### src/rtl/riscv_pkg.sv
// Shared types for the 5-stage core hazard logic.
package riscv_pkg;

    localparam int unsigned NREG_DEF = 32;

    typedef enum logic [1:0] {
        FWD_NONE = 2'b00,
        FWD_W    = 2'b01,
        FWD_M    = 2'b10
    } fwd_sel_e;

endpackage

### src/rtl/hazard_scoreboard.sv
// Per-register pending bits and in-flight counter for variable-latency long ops.
module hazard_scoreboard
    import riscv_pkg::*;
#(
    parameter int unsigned NREG      = NREG_DEF,
    parameter int unsigned MAX_OUTST = 4,
    localparam int unsigned RW       = $clog2(NREG),
    localparam int unsigned OW       = $clog2(MAX_OUTST + 1)
) (
    input  logic            clk_i,
    input  logic            rst_i,
    input  logic            issue_i,
    input  logic            issue_wr_i,
    input  logic [RW-1:0]   issue_addr_i,
    input  logic            done_i,
    input  logic [RW-1:0]   done_addr_i,
    output logic [NREG-1:0] pending_o,
    output logic [OW-1:0]   outst_o,
    output logic            proto_err_o
);

    logic [NREG-1:0] r_pending;
    logic [OW-1:0]   r_outst;
    logic            r_proto_err;
    logic [NREG-1:0] w_pending_nxt;
    logic [OW-1:0]   w_outst_nxt;
    logic            w_done_ok;

    // A completion with nothing in flight is a protocol error and is ignored.
    assign w_done_ok = done_i && (r_outst != '0);

    // Clear first, then set, so a same-cycle reissue of the register stays pending.
    always_comb begin
        w_pending_nxt = r_pending;
        if (w_done_ok) begin
            w_pending_nxt[done_addr_i] = 1'b0;
        end
        if (issue_i && issue_wr_i && (issue_addr_i != '0)) begin
            w_pending_nxt[issue_addr_i] = 1'b1;
        end
        w_pending_nxt[0] = 1'b0;
    end

    always_comb begin
        w_outst_nxt = r_outst;
        if (issue_i && !w_done_ok && (r_outst != OW'(MAX_OUTST))) begin
            w_outst_nxt = r_outst + OW'(1);
        end else if (!issue_i && w_done_ok) begin
            w_outst_nxt = r_outst - OW'(1);
        end
    end

    always_ff @(posedge clk_i) begin
        if (rst_i) begin
            r_pending   <= '0;
            r_outst     <= '0;
            r_proto_err <= 1'b0;
        end else begin
            r_pending <= w_pending_nxt;
            r_outst   <= w_outst_nxt;
            if (done_i && (r_outst == '0)) begin
                r_proto_err <= 1'b1;
            end
        end
    end

    assign pending_o   = r_pending;
    assign outst_o     = r_outst;
    assign proto_err_o = r_proto_err;

endmodule

### src/rtl/hazard_unit_sb.sv
// Hazard controller: E-stage forwarding, load-use / scoreboard / capacity stalls, branch flush.
module hazard_unit_sb
    import riscv_pkg::*;
#(
    parameter int unsigned NREG      = NREG_DEF,
    parameter int unsigned MAX_OUTST = 4,
    parameter int unsigned CNT_W     = 16,
    localparam int unsigned RW       = $clog2(NREG),
    localparam int unsigned OW       = $clog2(MAX_OUTST + 1)
) (
    input  logic            clk_i,
    input  logic            rst_i,
    input  logic [RW-1:0]   rs1D_addr_i,
    input  logic            rs1D_used_i,
    input  logic [RW-1:0]   rs2D_addr_i,
    input  logic            rs2D_used_i,
    input  logic [RW-1:0]   rdD_addr_i,
    input  logic            rdD_wr_ena_i,
    input  logic            longD_i,
    input  logic [RW-1:0]   rs1E_addr_i,
    input  logic [RW-1:0]   rs2E_addr_i,
    input  logic [RW-1:0]   rdE_addr_i,
    input  logic            rdE_wr_ena_i,
    input  logic            loadE_i,
    input  logic            longE_i,
    input  logic [RW-1:0]   rdM_addr_i,
    input  logic            rdM_wr_ena_i,
    input  logic [RW-1:0]   rdW_addr_i,
    input  logic            rdW_wr_ena_i,
    input  logic            lu_done_i,
    input  logic [RW-1:0]   lu_rd_i,
    input  logic            branch_taken_i,
    output fwd_sel_e        forwardAE_o,
    output fwd_sel_e        forwardBE_o,
    output logic            stallF_o,
    output logic            stallD_o,
    output logic            flushD_o,
    output logic            flushE_o,
    output logic [NREG-1:0] pending_o,
    output logic [OW-1:0]   outst_o,
    output logic [CNT_W-1:0] stall_cnt_o,
    output logic            proto_err_o
);

    logic [NREG-1:0]  w_pending;
    logic [NREG-1:0]  w_done_mask;
    logic [NREG-1:0]  w_pend_eff;
    logic [OW-1:0]    w_outst;
    logic             w_lu_stall;
    logic             w_sb_stall;
    logic             w_full_stall;
    logic             w_stall;
    logic [CNT_W-1:0] r_stall_cnt;

    function automatic fwd_sel_e fwd_sel(
        input logic [RW-1:0] rs,
        input logic [RW-1:0] rd_m,
        input logic          wr_m,
        input logic [RW-1:0] rd_w,
        input logic          wr_w
    );
        if (wr_m && (rs == rd_m) && (rs != '0)) begin
            return FWD_M;
        end else if (wr_w && (rs == rd_w) && (rs != '0)) begin
            return FWD_W;
        end
        return FWD_NONE;
    endfunction

    assign forwardAE_o = fwd_sel(rs1E_addr_i, rdM_addr_i, rdM_wr_ena_i, rdW_addr_i, rdW_wr_ena_i);
    assign forwardBE_o = fwd_sel(rs2E_addr_i, rdM_addr_i, rdM_wr_ena_i, rdW_addr_i, rdW_wr_ena_i);

    hazard_scoreboard #(
        .NREG      (NREG),
        .MAX_OUTST (MAX_OUTST)
    ) u_sb (
        .clk_i        (clk_i),
        .rst_i        (rst_i),
        .issue_i      (longE_i),
        .issue_wr_i   (rdE_wr_ena_i),
        .issue_addr_i (rdE_addr_i),
        .done_i       (lu_done_i),
        .done_addr_i  (lu_rd_i),
        .pending_o    (w_pending),
        .outst_o      (w_outst),
        .proto_err_o  (proto_err_o)
    );

    // Register file is write-first, so a completing register is already readable this cycle.
    assign w_done_mask = lu_done_i ? (NREG'(1) << lu_rd_i) : '0;
    assign w_pend_eff  = w_pending & ~w_done_mask;

    assign w_lu_stall = loadE_i && rdE_wr_ena_i && (rdE_addr_i != '0) &&
                        ((rs1D_used_i && (rs1D_addr_i == rdE_addr_i)) ||
                         (rs2D_used_i && (rs2D_addr_i == rdE_addr_i)));

    assign w_sb_stall = (rs1D_used_i  && w_pend_eff[rs1D_addr_i]) ||
                        (rs2D_used_i  && w_pend_eff[rs2D_addr_i]) ||
                        (rdD_wr_ena_i && w_pend_eff[rdD_addr_i]);

    assign w_full_stall = longD_i && (w_outst == OW'(MAX_OUTST)) && !lu_done_i;

    assign w_stall  = w_lu_stall || w_sb_stall || w_full_stall;
    assign stallF_o = w_stall && !branch_taken_i;
    assign stallD_o = w_stall && !branch_taken_i;
    assign flushD_o = branch_taken_i;
    assign flushE_o = w_stall || branch_taken_i;

    // Saturating count of D-stage stall cycles.
    always_ff @(posedge clk_i) begin
        if (rst_i) begin
            r_stall_cnt <= '0;
        end else if (stallD_o && (r_stall_cnt != '1)) begin
            r_stall_cnt <= r_stall_cnt + CNT_W'(1);
        end
    end

    assign pending_o   = w_pending;
    assign outst_o     = w_outst;
    assign stall_cnt_o = r_stall_cnt;

endmodule

### config.mk
export PLATFORM = sky130hd
export DESIGN_NAME = hazard_unit_sb
export DESIGN_NICKNAME = d
export VERILOG_FILES = /design/src/rtl/riscv_pkg.sv /design/src/rtl/hazard_scoreboard.sv /design/src/rtl/hazard_unit_sb.sv
export SDC_FILE = /design/constraint.sdc
export NUM_CORES = 1
export LEC_CHECK = 0
export BUFFER_PORTS_ARGS = -buffer_cell sky130_fd_sc_hd__buf_2
export CORE_ASPECT_RATIO = 0.8
export CORE_UTILIZATION = 25
export CTS_CLUSTER_DIAMETER = 40
export CTS_CLUSTER_SIZE = 14
export DETAILED_ROUTE_END_ITERATION = 8
export HOLD_SLACK_MARGIN = 0.03
export SETUP_SLACK_MARGIN = 0.3
export SLEW_MARGIN = 10
export SYNTH_ARGS = -nofsm -noshare
export SYNTH_HDL_FRONTEND = slang
export SYNTH_SLANG_ARGS = --single-unit
### constraint.sdc
create_clock -name clk_i -period 6.2 [get_ports clk_i]
set_input_delay 1.24 -clock clk_i [delete_from_list [all_inputs] [get_ports clk_i]]
set_output_delay 1.24 -clock clk_i [all_outputs]
set_load 0.1 [all_outputs]
# ---- Word level (Yosys, flattened, before mapping)
# Cells that the tools add are included.
dict set report classes {
  addsub 3
  order_cmp 7
  eq_ne 9
  shifts 1
  mux 25
  n_bitwise 5
  reduce_logical 45
}
# cell n
set op_table {}
lappend op_table {{$mux 32} 3}
lappend op_table {{$and 32x32->32} 2}
lappend op_table {{$not 32->32} 2}
lappend op_table {{$or 32x32->32} 1}
lappend op_table {{$shl 1x5->32 const A} 1}
lappend op_table {{$eq 5x5->1} 6}
lappend op_table {{$lt 5x6->1 const B} 5}
lappend op_table {{$logic_and 1x1->1} 29}
lappend op_table {{$add 16x1->16 const B} 1}
lappend op_table {{$ne 16x16->1 const B} 1}
lappend op_table {{$bmux 1 s5} 3}
lappend op_table {{$reduce_bool 5->1} 3}
lappend op_table {{$mux 2} 6}
lappend op_table {{$demux 1 s5} 2}
lappend op_table {{$ge 5x1->1 const B} 2}
lappend op_table {{$mux 1} 9}
lappend op_table {{$logic_or 1x1->1} 6}
lappend op_table {{$mux 3} 2}
lappend op_table {{$logic_not 1->1} 4}
lappend op_table {{$add 3x1->3 const B} 1}
lappend op_table {{$eq 3x3->1 const B} 1}
lappend op_table {{$logic_not 3->1} 1}
lappend op_table {{$ne 3x3->1 const B} 1}
lappend op_table {{$reduce_bool 3->1} 1}
lappend op_table {{2 further kinds} 2}
dict set report word_totals {
  reg_bits 52
  inputBits 58
  output_inout_bits 60
  wordCells 100
}

# ---- Longest topological paths before layout
# Gate-level depths: netlist of run 1.
dict set report depth {
  word_depth 13
  depth_mapped 13
}

# ---- By module
# A second synthesis of run 1 with hierarchy kept.
dict set report unflattened {
  cells_unflattened 566
  hier_area_um2 4385.5
}
# module n_inst cells_each area_per_inst_um2
set modules_own_cells {}
lappend modules_own_cells {hazard_unit_sb 1 364 2646.3}
lappend modules_own_cells {hazard_scoreboard 1 202 1739.2}

# ---- Worst setup path after synthesis of run 1
# Ideal clock, no wire load.
dict set report synth_path {
  path_type {input to output}
  startpoint {in rs1E_addr_i[4]}
  endpoint {out forwardAE_o[0]}
  arrival_ps 6337
  t_required_ps 4960
  slack_ps -1377
  stages 4
  cell_sequence {xnor2_1 nand4_1 nor4_1 nor4_1}
}
dict set report synth_via {
  elab_chain_len 6
  elab_cells_between_ends 11
}
# item line_no
set synth_rtl {}
lappend synth_rtl {{start, declared} hazard_unit_sb.sv:20} ;# input logic [RW-1:0] rs1E_addr_i,
lappend synth_rtl {{$eq 5x5->1} hazard_unit_sb.sv:64} ;# end else if (wr_w && (rs == rd_w) && (rs != '0)) begin
lappend synth_rtl {{$logic_and 1x1->1 (2 in series)} hazard_unit_sb.sv:64}
lappend synth_rtl {{$mux 1} hazard_unit_sb.sv:64}
lappend synth_rtl {{$mux 1} hazard_unit_sb.sv:62} ;# if (wr_m && (rs == rd_m) && (rs != '0)) begin
lappend synth_rtl {{$mux 2 (*)} hazard_unit_sb.sv:67} ;# return FWD_NONE;
lappend synth_rtl {{end, declared} hazard_unit_sb.sv:33} ;# output fwd_sel_e forwardAE_o,
# Mark *: on every way between the ends. The rest lies on a longest branch, timed or not.

# ---- Worst setup path after layout of run 1
dict set report layout_path {
  startpoint {in lu_done_i}
  endpoint {out flushE_o}
}
dict set report layout_via {
  elab_chain_len 11
  elab_cells_between_ends 19
}
# item line_no
set layout_rtl {}
lappend layout_rtl {{start, declared} hazard_unit_sb.sv:30} ;# input logic lu_done_i,
lappend layout_rtl {{$mux 32} hazard_unit_sb.sv:90} ;# assign w_done_mask = lu_done_i ? (NREG'(1) << lu_rd_i) : '0;
lappend layout_rtl {{$not 32->32} hazard_unit_sb.sv:91} ;# assign w_pend_eff = w_pending & ~w_done_mask;
lappend layout_rtl {{$and 32x32->32} hazard_unit_sb.sv:91}
lappend layout_rtl {{$bmux 1 s5, on equally long branches} {hazard_unit_sb.sv:97, hazard_unit_sb.sv:98}}
lappend layout_rtl {{$mux 1, on equally long branches} {hazard_unit_sb.sv:97, hazard_unit_sb.sv:98}}
lappend layout_rtl {{$logic_and 1x1->1, on equally long branches} {hazard_unit_sb.sv:97, hazard_unit_sb.sv:98}}
lappend layout_rtl {{$logic_or 1x1->1} hazard_unit_sb.sv:97} ;# assign w_sb_stall = (rs1D_used_i && w_pend_eff[rs1D_addr_i]) ||
lappend layout_rtl {{$logic_or 1x1->1} hazard_unit_sb.sv:98} ;# (rs2D_used_i && w_pend_eff[rs2D_addr_i]) ||
lappend layout_rtl {{$logic_or 1x1->1} hazard_unit_sb.sv:103} ;# assign w_stall = w_lu_stall || w_sb_stall || w_full_stall;
lappend layout_rtl {{$logic_or 1x1->1 (*)} hazard_unit_sb.sv:103}
lappend layout_rtl {{$logic_or 1x1->1 (*)} hazard_unit_sb.sv:107} ;# assign flushE_o = w_stall || branch_taken_i;
lappend layout_rtl {{end, declared} hazard_unit_sb.sv:38} ;# output logic flushE_o,
# Mark *: on every way between the ends. The rest lies on a longest branch, timed or not. The select of a mux whose other input is x is not followed.

==> metrics.txt, run 1 <==
status=finished, final reports clean; Post-CTS Resized=0; drt wl/cell=between 15 and 20 um; initial antenna violation count=1; Die W=roughly 150 um; CP Capture Point=flushE_o; fin crit share=approximately nine tenths; count leader, synth=nand2_1; Pins Over Slew Limit=0; setup_tns=0 ns; flop-to-flop setup slack=3.13 ns; Min-Delay Path Class=flip-flop to flip-flop; number of global-route vias before repair=4,447; Reg2Reg Launch Point=u_sb.pending_o[15]; Hold Buf Count CTS=0; crit-path cells=buf_2, nand4bb_1, o21ai_0, mux4_2, nor2_1, o311a_1, or4b_4, or3_1, buf_2; PortBufs=between 100 and 150; leakage power=roughly 1.8 nW; Placed Cells=approximately 850; Synth Instances=545; Post-Route Utilization=between 30% and 40%; Clock Skew=between 0.004 and 0.005 ns; fmax=179.0 MHz; Final Hold Vio Count=0; initial DRC count=370; PwrDens=about 200 nW/um^2; Post-synth EDFFs=0; largest area contributor in the netlist=dfxtp_1; Worst path depth=9; CP bufs+invs=2; Tmin final=about 5.6 ns; Fin Hold WS=between 0.4 and 0.5 ns; clock slew seen by the registers of the worst setup and hold paths=0.08 ns; Finished Layout Cells=roughly 850; clk buf depth=2; largest net degree at the start of global routing=54; Clock Latency Late Sink=approximately 0.30 ns; CP Data Required Time=4.96 ns; area delta synth->final=21.58%; post-CTS setup buffer count=0; chip height=about 120 um; Routed WL=16,490 um; gpl congestion=around 0.93; CP Max Fanout=24; core area=between 15,000 and 20,000 um^2; most frequent cell on the critical path=buf_2; Worst VDD drop=~0.00016 V; Final #Nets=between 600 and 700; Max Cap Viol=0; Slew Limit Headroom=roughly 34%; first-pass GRT wire length=25,640 um; Detailed Place HPWL=~13,000 um; reg2reg path depth=9; ys async rst share=0%; top cell family by delay on the critical path=simple AND/OR/NAND/NOR gates; CTS root buffer=clkbuf_16; dominant synthesized flop cell=dfxtp_1; CTS Buf Count=5; Synth warnings=0; layout cell share with drive strength beyond 1=between 20% and 30%; Synth top area share=around 24%; die area=approximately 17,000 um^2; cell row count=42; measured slew at the worst slew-check pin=0.9850 ns; critical path class=input port to output port; startpoint types=input port; drt first pass iters=5; Routed Antenna Nets=0; synthesized flop and latch total=51; CTS tree=done; Power, Total=0.001006 W; crit path launch=lu_done_i; Cell Area, Synth=4203 um^2; Final setup viols=0; DRC errors left=0; H-Tree Depth=2; synthesized net count=approximately 610; Total GRT Usage=between 10% and 20%; Arr. time, crit path=between 4 and 5 ns; gr ovfl total=0; CP endpoint kind=output port; unrepaired setup endpoints after global routing=false; critical path's slowest cell=or4b_4; Top Ports=~120; via count=4,776; synthesized area per cell=7.712 um^2; Initial Util=between 20% and 30%; vias per cell=between 5 and 6; library cells used by synthesis=64; register area share after synthesis=between 20% and 30%; top post-synthesis cells by area=dfxtp_1 24%, o21ai_0 6.1%, xnor2_1 5.8%; TritonCTS sink count=51; Post-synth top cells=56 x nand2_1, 51 x dfxtp_1, 51 x o21ai_0; critical path's largest stage delay=0.59 ns; Worst R2R End=stall_cnt_o[3]
==> layout by cell type, fill, tap and decap left out, types with 6 or more instances in the layout <==
cell       synthesis  layout
a21oi_1           48      48
buf_2              7     116
dfxtp_1           51      51
inv_1             13      13
mux2_2             7       7
mux2i_1            6       6
mux4_2             8       8
nand2_1           56      56
nand2b_1          11      11
nand3_1           14      14
nand3b_1           6       6
nand4_1           19      19
nand4b_1           6       6
nor2_1            34      33
nor2b_1            6       6
nor3_1            12      12
nor3b_1            8       8
o2111ai_1          7       7
o211ai_1          24      24
o21ai_0           51      51
o21ai_1            9       9
xnor2_1           28      28
xor2_1            10      10
==> cell type report <==
class	count	area, um^2
clock buffers	5	125.1
clock inverters	3	33.78
flip-flops and latches	51	1021
diodes	1	2.502
repair buffers	117	588.1
inverters	13	48.80
multi-input cells	444	3015
fillers	1806	11390
well taps	220	275.3
==> sequential cells by signal, summed over array words and instances, names as in the netlist <==
name and cells:
u_sb.pending_o 31, stall_cnt_o 16, u_sb.outst_o 3, u_sb.proto_err_o 1
==> cell families after synthesis <==
kind of cell | after synthesis | share of synthesized area [%]
and+or+nand+nor | 206 | 26.62
DFF | 51 | 24.29
xor gates and xnor gates | 38 | 7.919
muxes | 24 | 9.467
buffers and inverters | 50 | 5.031
AOI/OAI and AO/OA | 173 | 25.81
other | 1 | 0.08923
adders and majority gates | 2 | 0.7740
==> worst min-delay path by stage <==
stage	start	to	slack [ns]	depth (start not counted)
after CTS	u_sb.proto_err_o	u_sb.proto_err_o	0.49	2
final	u_sb.proto_err_o	u_sb.proto_err_o	0.49	2
after detailed placement	u_sb.proto_err_o	u_sb.proto_err_o	0.46	2
after global routing	u_sb.proto_err_o	u_sb.proto_err_o	0.53	2
after global placement	u_sb.proto_err_o	u_sb.proto_err_o	0.45	2
after floorplan	stall_cnt_o[14]	stall_cnt_o[14]	0.93	2
==> power breakdown <==
group          switching [W]  internal [W]
combinational       0.000247     0.0000908
sequential         0.0000194      0.000338
clock               0.000153      0.000157
==> per-stage QoR <==
stage / cell area, um^2 / setup slack [ns]
after floorplan: 4248 / 0.7704
after global placement: 4949 / 0.7588
after detailed placement: 4949 / 0.6994
after CTS: 5107 / 0.7067
after global routing: 5110 / 0.4526
final: 5110 / 0.6144
==> tightest hold or removal path: stages, from the launching register on <==
cell and delay (ns):
dfxtp_1 0.34, a21oi_1 0.04, nor2_1 0.08
==> layer usage <==
layer / wire length [um] / track usage, % / vias up
met5: 0 / 0 / -
met4: 363 / 5.670 / 0
met3: 1451 / 3.721 / 28
met2: 6930 / 26.90 / 234
met1: 7745 / 27.92 / 2286
li1: - / - / 2228
(Power assumes the default switching activity.)
==> run 2, diff against run 1 <==
- ABC_AREA: default -> 1
==> run 2 against run 1 <==
Effect of this change: combinational power rose by 5%; via count grew 18%; hold slack lost 0.016 ns.
==> metrics.txt, run 2 <==
status=finished, final reports clean (unchanged); Synth top area share=23.69% (was 24.29%); Final Hold Vio Count=0 (unchanged); via count=5,623 (was 4,776); PwrDens=195.7 nW/um^2 (was 196.9 nW/um^2); CTS root buffer=clkbuf_16 (unchanged); CTS Buf Count=5 (unchanged); Slew Limit Headroom=35.29% (was 34.34%); CP Max Fanout=18 (was 24); Routed Antenna Nets=0 (unchanged); clk buf depth=2 (unchanged); Max Cap Viol=0 (unchanged); setup_tns=0 ns (unchanged); dominant synthesized flop cell=dfxtp_1 (unchanged); worst hold path depth=1 (was 2); core area=16,710 um^2 (was 16,500 um^2); ys async rst share=0% (unchanged); CTS tree=done (unchanged); Min-Delay Path Class=flip-flop to flip-flop (unchanged); number of global-route vias before repair=4,944 (was 4,447); Synth warnings=0 (unchanged); synthesized net count=782 (was 605); gpl congestion=0.9715 (was 0.9339); initial antenna violation count=0 (was 1); post-CTS setup buffer count=0 (unchanged); clock slew seen by the registers of the worst setup and hold paths=0.07 ns (was 0.08 ns); critical path class=input port to output port (unchanged); H-Tree Depth=2 (unchanged); fin crit share=76.20% (was 90.09%); library cells used by synthesis=36 (was 64); Top Ports=118 (unchanged); fmax=211.7 MHz (was 179.0 MHz); Clock Latency Late Sink=0.30 ns (about the same); vias per cell=5.459 (was 5.593); Post-synth EDFFs=0 (unchanged); Die W=148.8 um (was 147.0 um); multi-input logic area=2954 um^2 (was 3015 um^2); Clock Skew=0.006977 ns (was 0.004161 ns); commonest non-fill, non-tap cell in the layout=nand3_1 (was buf_2); Cell Area, Synth=4309 um^2 (was 4203 um^2); gr ovfl total=0 (unchanged); reg2reg path depth=9 (unchanged); top post-synthesis cells by area=dfxtp_1 24%, nand3_1 23%, nand2_1 14% (was dfxtp_1 24%, o21ai_0 6.1%, xnor2_1 5.8%); Synth Instances=722 (was 545); measured slew at the worst slew-check pin=0.9654 ns (was 0.9850 ns); register area share after synthesis=23.69% (was 24.29%); max FFs per register=31 (unchanged); worst slack, placed=1.510 ns (was 0.6994 ns); initial DRC count=671 (was 370); layout cell share with drive strength beyond 1=17.90% (was 25.28%); unrepaired setup endpoints after global routing=false (unchanged); PortBufs=116 (unchanged); Final #Nets=870 (was 692); area delta synth->final=21.02% (was 21.58%); Hold Buf Count CTS=0 (unchanged); drt first pass iters=6 (was 5); largest net degree at the start of global routing=46 (was 54); first-pass GRT wire length=27,630 um (was 25,640 um); largest area contributor in the netlist=dfxtp_1 (unchanged); Routed WL=17,930 um (was 16,490 um); most frequent cells in the layout=197 x nand3_1, 156 x nand2_1, 116 x buf_2 (was 116 x buf_2, 56 x nand2_1, 51 x o21ai_0, 51 x dfxtp_1, 48 x a21oi_1); Detailed Place HPWL=13,150 um (was 12,720 um); startpoint types=input port (unchanged); cell row count=42 (unchanged); Post-CTS Resized=0 (unchanged); Worst VDD drop=0.0002330 V (was 0.0001572 V); DRC errors left=0 (unchanged); Final WS setup=1.476 ns (was 0.6144 ns); drt wl/cell=17.41 um (was 19.31 um); Arr. time, crit path=3.48 ns (was 4.35 ns); Post-synth top cells=197 x nand3_1, 156 x nand2_1, 57 x a21oi_1 (was 56 x nand2_1, 51 x dfxtp_1, 51 x o21ai_0); synthesized area per cell=5.968 um^2 (was 7.712 um^2); antenna cells=0 (was 1); Pins Over Slew Limit=0 (unchanged); die area=17,770 um^2 (was 17,340 um^2); CP endpoint kind=output port (unchanged); Initial Util=25.79% (was 25.47%); Final setup viols=0 (unchanged); synthesized flop and latch total=51 (unchanged); CP Data Required Time=4.96 ns (about the same); Total GRT Usage=20.19% (was 18.79%); Fill cells=1,897 (was 1,806); count leader, synth=nand3_1 (was nand2_1); TritonCTS sink count=51 (unchanged); FF/Latch Area=1021 um^2 (unchanged); chip height=119.4 um (was 118.0 um); Tmin final=4.724 ns (was 5.586 ns); leakage power=2.076 nW (was 1.817 nW)
-- run 2: changes by cell type in the layout (fill, tap and decap cells not counted), sizes merged, moves of 11 or more --
cell    change
inv        +41
o31ai      +14
nand3     +184
o211ai     -25
mux4       -11
o21ai      -55
nor2       +16
xnor2      -16
nand2     +104
nand2b     -11
-- run 2: logic make-up after synthesis --
group / synth area share [%]
AND/OR/NAND/NOR: 49.04
buffers and inverters: 9.320
XOR/XNOR: 4.471
adder cells (fa/ha/maj): 0.7549
other: 0.08702
AO/OA/AOI/OAI: 12.63
flip-flops: 23.69
-- run 2: per-layer routing --
layer	track usage (%)	part of all wire (%)
met1	28.68	46
met2	28.50	40
met3	6.743	13
met4	5.612	1.9
met5	0	0
-- run 2: path summary, 6_finish.rpt --
check | start | endpoint | slack [ns]
setup / recovery | rs1D_addr_i[0] | stallF_o | 1.48
hold / removal | u_sb.proto_err_o | u_sb.proto_err_o | 0.48
setup reg to reg | stall_cnt_o[0] | stall_cnt_o[15] | 3.52
hold reg to reg | u_sb.proto_err_o | u_sb.proto_err_o | 0.48
-- run 2: worst max-delay path, stage by stage --
cell     delay, ns
buf_2         0.23
inv_1         0.51
nand3_1       0.17
nand3_1       0.10
nand3_1       0.10
nand2_1       0.14
nand2_1       0.06
nand3_1       0.07
nand3_1       0.07
nand2_1       0.11
inv_2         0.07
a21oi_1       0.15
buf_2         0.45
-- run 2: stage by stage --
| step | hold WS (ns) | instances | cell area (um^2) | total power, W | utilization, % |
|---|---|---|---|---|---|
| 5_1_grt | 0.5141 | 1030 | 5215 | 0.001073 | 31.21 |
| 3_3_place_gp | 0.4599 | 1023 | 5056 | 0.0007086 | 30.26 |
| 2_1_floorplan | 0.9119 | 722 | 4355 | 0.0006150 | - |
| 6_report | 0.4786 | 1030 | 5215 | 0.001020 | 31.21 |
| 3_5_place_dp | 0.4572 | 1023 | 5056 | 0.0007081 | 30.26 |
| 4_1_cts | 0.4851 | 1030 | 5215 | 0.001027 | 31.21 |
-- run 2: cell type report --
type / instances / share of cell area (%)
clock inverter: 1 / 0.5758
clock buffer: 6 / 2.471
multi-input combinational: 577 / 56.65
sequential: 51 / 19.58
timing repair buffer: 117 / 11.28
tap: 220 / 5.278
inverter: 58 / 4.175
-- run 2: report_power, final --
part / switching (W) / internal [W] / total [W]
Combinational: 0.000282 / 0.0000732 / 0.000355
Clock: 0.000123 / 0.000189 / 0.000312
Sequential: 0.0000142 / 0.000339 / 0.000353
Total: 0.000420 / 0.000601 / 0.00102
==> run 3, diff against run 2 <==
- ABC_AREA: 1 -> 0
- clock period: 6.2 -> 3.8 ns (I/O delays scaled with it)
==> run 3 against run 2 <==
Effect of this change: the flow now finishes with violations (setup timing); die area down 2.4%; sequential share of layout area down 2.2 points; global-route usage down 1.4 points; combinational power up 80%; flip-flop and latch count unchanged; design area up 13%; sequential power up 65%; largest cell class unchanged; largest power group unchanged; highest routed layer unchanged.
==> metrics.txt, run 3 (synthesis gave the netlist of run 1 again) <==
unrepaired setup endpoints after global routing=true (was false); max FFs per register=31 (unchanged); flop-to-flop setup slack=0.98 ns (was 3.52 ns); most frequent cells in the layout=112 x buf_2, 79 x buf_4, 56 x nand2_1 (was 197 x nand3_1, 156 x nand2_1, 116 x buf_2); Routed Antenna Nets=0 (unchanged); gr ovfl total=0 (unchanged); Die W=147.0 um (was 148.8 um); commonest non-fill, non-tap cell in the layout=buf_2 (was nand3_1); Total GRT Usage=18.80% (was 20.19%); CTS Buf Count=5 (unchanged); Finished Layout Cells=932 (was 1,030); drt wl/cell=17.89 um (was 17.41 um); Arr. time, crit path=3.30 ns (was 3.48 ns); Final setup viols=3 (was 0); Detailed Place HPWL=13,430 um (was 13,150 um); die area=17,340 um^2 (was 17,770 um^2); cell row count=42 (unchanged); initial antenna violation count=0 (unchanged); PortBufs=116 (unchanged); Clock Latency Late Sink=0.29 ns (was 0.30 ns); critical path class=input port to output port (unchanged); Top Ports=118 (unchanged); DRC errors left=0 (unchanged); CTS tree=done (unchanged); CP endpoint kind=output port (unchanged); antenna cells=0 (unchanged); via count=4,980 (was 5,623); status=finished with violations (was finished, final reports clean); clock slew seen by the registers of the worst setup and hold paths=0.07 ns (about the same); Slew Limit Headroom=28.97% (was 35.29%); Min-Delay Path Class=flip-flop to flip-flop (unchanged); fin crit share=106.9%; fmax=~250 MHz; wl on met1=8216 um (was 8166 um); top layer in use=met4 (unchanged); WL met2=7116 um (was 7120 um); Fin Hold WS=0.4802 ns (was 0.4786 ns); Initial Util=25.47% (was 25.79%); Power, Total=0.001734 W (was 0.001020 W); most frequent cell on the critical path=or4b_4 (was nand3_1); CP Max Fanout=3 (was 18); vias per cell=5.343 (was 5.459); worst slack, placed=-0.3909 ns (was 1.510 ns); core area=16,500 um^2 (was 16,710 um^2); Routed WL=16,670 um (was 17,930 um); layout cell share with drive strength beyond 1=35.25% (was 17.90%); largest net degree at the start of global routing=43 (was 46); Final Hold Vio Count=0 (unchanged); Worst VDD drop=0.0001822 V (was 0.0002330 V); leakage power=2.232 nW (was 2.076 nW); Max Cap Viol=0 (unchanged); Clock Skew=0.008781 ns (was 0.006977 ns); TritonCTS sink count=51 (unchanged); PwrDens=294.7 nW/um^2 (was 195.7 nW/um^2); Pins Over Slew Limit=0 (unchanged); initial DRC count=455 (was 671); Hold Buf Count CTS=0 (unchanged); gpl congestion=1.000 (was 0.9715); CTS root buffer=clkbuf_16 (unchanged); startpoint types=input port (unchanged); clk buf depth=2 (unchanged); crit-path cells=buf_6, or4b_4, o21ai_2, mux4_1, nor3_1, o311a_1, or4b_4, or3_4, buf_12 (was buf_2, inv_1, nand3_1, nand3_1, nand3_1, nand2_1, nand2_1, nand3_1, nand3_1, nand2_1, inv_2, a21oi_1, buf_2); Tmin final=about 4 ns; H-Tree Depth=2 (unchanged); first-pass GRT wire length=25,720 um (was 27,630 um); drt first pass iters=5 (was 6); critical path's largest stage delay=0.57 ns (was 0.51 ns); CP Data Required Time=3.04 ns (was 4.96 ns); chip height=118.0 um (was 119.4 um); Placed Cells=920 (was 1,023); Final WS setup=-0.2619 ns (was 1.476 ns); measured slew at the worst slew-check pin=1.063 ns (was 0.9654 ns); number of global-route vias before repair=4,553 (was 4,944); critical path's slowest cell=or4b_4 (was inv_1); Fill cells=1,761 (was 1,897); Final #Nets=772 (was 870); failing checks=setup timing; met3 wire len=1128 um (was 2306 um); area delta synth->final=40.01% (was 21.02%)
-- run 3: changes by cell type in the layout (fill, tap and decap cells not counted), sizes merged, moves of 8 or more --
cell / delta
o21ai: +55
buf: +80
nand2b: +11
nand3: -184
xnor2: +16
o211ai: +25
o31ai: -14
inv: -43
mux4: +11
nor2: -16
nor3b: +8
a21oi: -8
nand2: -104
-- run 3: final timing paths --
check,startpoint,depth (start not counted),to
worst max-delay path,lu_rd_i[0],9,flushE_o
worst min-delay path,u_sb.proto_err_o,2,u_sb.proto_err_o
worst max register to register,u_sb.pending_o[16],11,stall_cnt_o[7]
worst min register to register,u_sb.proto_err_o,2,u_sb.proto_err_o
-- run 3: final cells by class --
type	count	area (um^2)	area share, %
flip-flops and latches	51	1022	17.37
clock buffers	5	125.1	2.126
well taps	220	275.3	4.678
clock inverters	2	37.54	0.6379
inverters	13	48.80	0.8293
multi-input cells	444	3119	53.01
repair buffers	197	1256	21.35
-- run 3: per-stage QoR --
step	setup TNS, ns	instance area, um^2	utilization (%)
after floorplan	-0.2671	4347	-
after global placement	-1.027	5584	33.84
final	-0.6394	5884	35.66
after global routing	-0.8772	5884	35.66
after detailed placement	-1.104	5584	33.84
after CTS	-0.5021	5833	35.35
-- run 3: metal layers --
layer,up-vias,global-route usage (%)
met5,-,0
met1,2361,28.79
met2,210,27.58
met3,22,2.481
met4,0,3.995
li1,2387,-
-- run 3: critical path: cells and delay by family --
family	cells	cell delay (ns)
buffers and inverters	2	0.27
multiplexers	1	0.25
AND/OR/NAND/NOR	4	1.47
AO/OA/AOI/OAI	2	0.55
-- run 3: report_power, final --
| part | switching (W) | internal (W) | leakage (nW) |
|---|---|---|---|
| Combinational | 0.000424 | 0.000214 | 1.74 |
| Sequential | 0.0000301 | 0.000552 | 0.412 |
| Clock | 0.000206 | 0.000307 | 0.0759 |
| Total | 0.000661 | 0.00107 | 2.23 |
-- run 3: timing repair --
action / in CTS / in global routing
setup endpoints to repair: 3 / 3
pin swaps: 5 / 3
setup buffers: 3 / 2
gates resized for setup: 17 / 8
